<file path="src/rtl/ram_boot_loader_pkg.sv">
// Shared definitions for the RAM boot loader: word size, FSM state
// encodings and the boot image constants.
package ram_boot_loader_pkg;

  localparam int unsigned WORDSIZE   = 8;
  localparam int unsigned BOOT_WORDS = 4;

  localparam logic [WORDSIZE-1:0] BOOT_W0 = 8'd74;
  localparam logic [WORDSIZE-1:0] BOOT_W1 = 8'd29;
  localparam logic [WORDSIZE-1:0] BOOT_W2 = 8'd32;
  localparam logic [WORDSIZE-1:0] BOOT_W3 = 8'd20;

  typedef enum logic [2:0] {
    IDLE   = 3'd0,
    LOAD   = 3'd1,
    VERIFY = 3'd2,
    DONE   = 3'd3,
    ERROR  = 3'd4
  } state_t;

endpackage

</file>
<file path="src/rtl/ram_boot_loader_boot_rom.sv">
// Boot image lookup: index -> boot word, combinational.
// Ports: idx (word index), word_c (boot word; 0 for idx >= DEPTH or past the image).
module boot_rom
  import ram_boot_loader_pkg::*;
#(
  parameter int unsigned DATA_W = WORDSIZE,
  parameter int unsigned ADDR_W = 2,
  parameter int unsigned DEPTH  = 4
) (
  input  logic [ADDR_W-1:0] idx,
  output logic [DATA_W-1:0] word_c
);

  always_comb begin
    word_c = '0;
    if (32'(idx) < DEPTH) begin
      case (32'(idx))
        32'd0:   word_c = DATA_W'(BOOT_W0);
        32'd1:   word_c = DATA_W'(BOOT_W1);
        32'd2:   word_c = DATA_W'(BOOT_W2);
        32'd3:   word_c = DATA_W'(BOOT_W3);
        default: word_c = '0;
      endcase
    end
  end

endmodule

</file>
<file path="src/rtl/ram_boot_loader.sv">
// RAM boot loader: after reset (or a reload request in DONE/ERROR) writes
// the boot image into RAM one word per cycle, optionally reads it back and
// compares, then hands the RAM bus to the CPU.
// Build option: define LOADER_VERIFY_EN to include the VERIFY/ERROR states.
// Ports:
//   init_clock, init_reset   loader clock, async active-high reset
//   reload                   re-run request, honoured in DONE/ERROR only
//   ram_rdata                RAM read data (combinational read of ram_addr)
//   pc_addr, manual_clock    CPU-side RAM address and clock
//   ram_addr/ram_wdata/ram_we loader write port (registered)
//   ram_sel                  1 = loader owns the RAM, 0 = CPU
//   done, error, load_count  status
//   ram_bus_addr_c, ram_clock_c  muxed RAM address and clock
module ram_boot_loader
  import ram_boot_loader_pkg::*;
#(
  parameter int unsigned DATA_W = WORDSIZE,
  parameter int unsigned ADDR_W = 2,
  parameter int unsigned DEPTH  = 4
) (
  input  logic              init_clock,
  input  logic              init_reset,
  input  logic              reload,
  input  logic [DATA_W-1:0] ram_rdata,
  input  logic [ADDR_W-1:0] pc_addr,
  input  logic              manual_clock,
  output logic [ADDR_W-1:0] ram_addr,
  output logic [DATA_W-1:0] ram_wdata,
  output logic              ram_we,
  output logic              ram_sel,
  output logic              done,
  output logic              error,
  output logic [ADDR_W:0]   load_count,
  output logic [ADDR_W-1:0] ram_bus_addr_c,
  output logic              ram_clock_c
);

  localparam logic [ADDR_W-1:0] LAST_IDX  = ADDR_W'(DEPTH - 1);
  localparam logic [ADDR_W:0]   COUNT_MAX = (ADDR_W + 1)'(DEPTH);

  state_t              state_q, state_d;
  logic [ADDR_W-1:0]   idx_q, idx_d;
  logic [ADDR_W-1:0]   addr_d;
  logic [DATA_W-1:0]   wdata_d;
  logic                we_d, sel_d, done_d;
  logic [ADDR_W:0]     count_d;
  logic [DATA_W-1:0]   next_word_c;

  // Word to present on ram_wdata for the next cycle
  boot_rom #(.DATA_W(DATA_W), .ADDR_W(ADDR_W), .DEPTH(DEPTH)) u_rom_next (
    .idx    (idx_d),
    .word_c (next_word_c)
  );

`ifdef LOADER_VERIFY_EN
  logic [DATA_W-1:0] cur_word_c;
  logic              mismatch_c;
  logic              error_d;

  // Expected word for the address currently being read back
  boot_rom #(.DATA_W(DATA_W), .ADDR_W(ADDR_W), .DEPTH(DEPTH)) u_rom_cur (
    .idx    (idx_q),
    .word_c (cur_word_c)
  );

  assign mismatch_c = (ram_rdata != cur_word_c);
`else
  logic unused_rdata;
  assign unused_rdata = ^ram_rdata;
  assign error        = 1'b0;
`endif

  // Next-state and index sequencing
  always_comb begin
    state_d = state_q;
    idx_d   = idx_q;
    case (state_q)
      IDLE: begin
        state_d = LOAD;
        idx_d   = '0;
      end
      LOAD: begin
        if (idx_q == LAST_IDX) begin
          idx_d = '0;
`ifdef LOADER_VERIFY_EN
          state_d = VERIFY;
`else
          state_d = DONE;
`endif
        end else begin
          idx_d = idx_q + ADDR_W'(1);
        end
      end
`ifdef LOADER_VERIFY_EN
      VERIFY: begin
        if (mismatch_c) begin
          state_d = ERROR;
        end else if (idx_q == LAST_IDX) begin
          state_d = DONE;
        end else begin
          idx_d = idx_q + ADDR_W'(1);
        end
      end
      ERROR: begin
        if (reload) state_d = IDLE;
      end
`endif
      DONE: begin
        if (reload) state_d = IDLE;
      end
      default: state_d = IDLE;
    endcase
  end

  // Registered outputs decoded from the state being entered; addr/wdata hold when idle
  always_comb begin
    we_d    = (state_d == LOAD);
    sel_d   = (state_d != DONE);
    done_d  = (state_d == DONE);
    addr_d  = ram_addr;
    wdata_d = ram_wdata;
    count_d = load_count;
    if (state_d == LOAD || state_d == VERIFY) addr_d = idx_d;
    if (state_d == LOAD) wdata_d = next_word_c;
    if (state_q == LOAD && load_count < COUNT_MAX) count_d = load_count + (ADDR_W + 1)'(1);
    if (state_d == IDLE) count_d = '0;
`ifdef LOADER_VERIFY_EN
    error_d = (state_d == ERROR);
`endif
  end

  always_ff @(posedge init_clock or posedge init_reset) begin
    if (init_reset) begin
      state_q    <= IDLE;
      idx_q      <= '0;
      ram_addr   <= '0;
      ram_wdata  <= '0;
      ram_we     <= 1'b0;
      ram_sel    <= 1'b1;
      done       <= 1'b0;
      load_count <= '0;
`ifdef LOADER_VERIFY_EN
      error      <= 1'b0;
`endif
    end else begin
      state_q    <= state_d;
      idx_q      <= idx_d;
      ram_addr   <= addr_d;
      ram_wdata  <= wdata_d;
      ram_we     <= we_d;
      ram_sel    <= sel_d;
      done       <= done_d;
      load_count <= count_d;
`ifdef LOADER_VERIFY_EN
      error      <= error_d;
`endif
    end
  end

  // RAM bus ownership: loader address/clock while ram_sel, CPU otherwise
  assign ram_bus_addr_c = ram_sel ? ram_addr : pc_addr;
  assign ram_clock_c    = ram_sel ? init_clock : manual_clock;

endmodule

</file>
<file path="config.mk">
export PLATFORM = sky130hd
export DESIGN_NAME = ram_boot_loader
export DESIGN_NICKNAME = d
export VERILOG_FILES = /design/src/rtl/ram_boot_loader_pkg.sv /design/src/rtl/ram_boot_loader_boot_rom.sv /design/src/rtl/ram_boot_loader.sv
export SDC_FILE = /design/constraint.sdc
export NUM_CORES = 1
export LEC_CHECK = 0
export ABC_AREA = 1
export CAP_MARGIN = 20
export CORE_UTILIZATION = 44
export CTS_CLUSTER_DIAMETER = 40
export DETAILED_ROUTE_END_ITERATION = 7
export PLACE_DENSITY = 0.79
export SYNTH_ARGS = -nofsm -noshare
export SYNTH_HDL_FRONTEND = slang
export SYNTH_HIERARCHICAL = 1
export SYNTH_SLANG_ARGS = --single-unit
</file>
<file path="constraint.sdc">
create_clock -name init_clock -period 1.92 [get_ports init_clock]
set_input_delay 0.192 -clock init_clock [delete_from_list [all_inputs] [get_ports init_clock]]
set_output_delay 0.192 -clock init_clock [all_outputs]
set_load 0.01 [all_outputs]
</file>
==> results.cfg <==
[run_status]
status = completed

[timing]
rsz0062_at_grt = false
skew_ns = 0.00184
setup_viol = 0
period_share_pct = 94.2
max_freq_mhz = 553
tns_ns = 0
fin_ws_ns = 0.111
holdWs_ns = 0.105
slew_viol_final = 0
hold_violations = 0
fin_crit_ns = 1.81

[cells_and_area]
final_nets = 154
fin_area_sq_mm = 0.00129
fillerInstances = 182
drive_gt1_share_pct = 19.0
antenna_cells = 0
multi_input_area_sq_um = 374
final_cell_count_no_fill = 164
syn2layout_area_growth_pct = 27.5
seqCellArea_sq_um = 527

[setup_path]
start_kind = register
endpoint_kind = output pin
critPathKind = register to output pin
cp_max_fo = 3
r2r_slack_ns = 0.43
cp.arrival_ns = 1.62
crit_required_ns = 1.73

[synth]
yosysSeqAreaShare_pct = 52.2
avgSynthCellArea_sq_um = 9.18
ys_types = 21
ys_top_cells_by_area = dfrtp_1 (50%), nand2_1 (13%), nand4_1 (5.0%)
syn_inst = 110
yosys.area.top_type = dfrtp_1
ys_ff_latch = 21
synth-edff-count = 0
ys_warn_count = 6
syn-cell-area_sq_mm = 0.00101
synth_top_area_share_pct = 49.6
synth.most_common_cell = nand2_1
synthArstFlopShare_pct = 100
synthTopCellsByCount = nand2_1 (34), dfrtp_1 (20), nand4_1 (8), inv_1 (7), inv_2 (6)
synthFlopType = dfrtp_1

[routing]
first_pass_iters = 4
drt-total-wl_mm = 1.82
vias = 805
post_drt_wl_per_cell_microns = 11.1
drc = 0
first_iter_violations = 24
drtAntennaViolNets = 0
viasPerCell = 4.91

[global_routing]
grt_max_degree = 22
grt_pass1_vias = 769
grt_pass1_wl_mm = 3.13
grt_usage_pct = 17.5
antenna_found_initial = 0
grt-ovfl-total = 0

[placed_design]
pre_cts_ws_ns = 0.0268
gp_congestion = 0.812
io_buffer_count = 24
place_area_sq_mm = 0.00124
placed_cells = 156
dp_hpwl_mm = 1.35

[die]
die_w_microns = 49.9
num_rows = 16
start_util_pct = 49.0
coreArea_sq_mm = 0.00206
fp.dieH_microns = 49.9
num_io_pins = 34
dieArea_sq_mm = 0.00249

[clock_network]
cts_tree = yes
clock_latency_ns = 0.41
clkTransAtPathRegs_ns = 0.11

[power_and_ir_drop]
leakage_nw = 0.676
p_per_area_mw_per_mm2 = 907
ir_drop_v = 0.000650

[job]
cap_viol_max_count = 0

[hold_path]
hold_path_class = input pin to asynchronous set/reset pin
## per-stage QoR
step	utilization [%]	total power, W
after CTS	62.7	0.00119
final	62.4	0.00117
after detailed placement	60.1	0.000908
after global placement	60.1	0.000898
after global routing	62.4	0.00125
after floorplan	-	0.000737
## final timing paths
kind,depth (start not counted),endpoint,start
min in group init_clock,2,ram_wdata[3],ram_wdata[3]
max in group asynchronous,3,ram_sel,init_reset
setup / recovery,2,ram_sel,ram_sel
hold / removal,3,ram_wdata[3],init_reset
setup reg to reg,7,ram_wdata[5],idx_q[0]
hold reg to reg,2,ram_wdata[3],ram_wdata[3]
## placed cells by master (no fill, tap or decap)
master,netlist,routed
nand2_1,34,34
clkdlybuf4s50_1,0,21
dfrtp_1,20,20
nand4_1,8,8
inv_1,7,7
inv_2,6,6
clkbuf_4,0,6
nor2_1,5,5
nand2_2,3,3
mux2_1,3,3
nand3_1,3,3
conb_1,2,3
buf_4,5,3
nand3_2,2,2
nor2_2,2,2
ha_1,2,2
dlygate4sd2_1,0,2
nor2_4,1,1
nand3_4,1,1
o21ai_1,1,1
a211oi_1,1,1
clkbuf_1,1,1
clkbuf_2,0,1
dfstp_2,1,1
## flip-flops by register name (all words and copies together), names as in the netlist
name and count:
ram_wdata 8, load_count 3, state_q 3, idx_q 2, ram_addr 2, done 1
ram_sel 1, ram_we 1
## timing repair
item	4_1_cts	5_1_grt
gates resized for setup	4	1
buffers inserted	1	0
hold endpoints to repair	0	0
hold buffers	0	0
gates cloned	0	0
pin swaps	0	0
endpoints found under the setup margin	3	1
## layout make-up
type | count | share of cell area, %
Timing Repair Buffer | 26 | 19.4
Inverter | 13 | 3.79
Multi-Input combinational cell | 69 | 29.1
Clock buffer | 8 | 4.18
Sequential cell | 21 | 40.9
Tap cell | 27 | 2.62
## layer usage
| layer | vias up | track usage, % | part of all wire (%) |
|---|---|---|---|
| li1 | 399 | - | - |
| met1 | 373 | 17.6 | 41 |
| met2 | 31 | 29.1 | 51 |
| met3 | 2 | 8.02 | 6.7 |
| met4 | 0 | 11.0 | 0.94 |
| met5 | - | 0 | 0 |
## worst max-delay path, cell delays in order (launching register included)
cell and delay, ns:
dfstp_2 0.57, buf_4 0.11, clkdlybuf4s50_1 0.53
## where the power goes
group / switching, W / internal (W) / leakage (nW)
Clock: 0.000169 / 0.000174 / 0.0371
Sequential: 0.0000368 / 0.000500 / 0.266
Combinational: 0.000138 / 0.000149 / 0.373
Total: 0.000343 / 0.000824 / 0.676
## kinds of logic after synthesis
| group | synth area share (%) |
|---|---|
| mux | 3.35 |
| buf+inv | 11.2 |
| flops | 52.2 |
| compound gates | 1.24 |
| simple gates | 28.9 |
| other cells | 0.744 |
| fa+ha+maj | 2.48 |
Power figures use the tool's default switching activity.
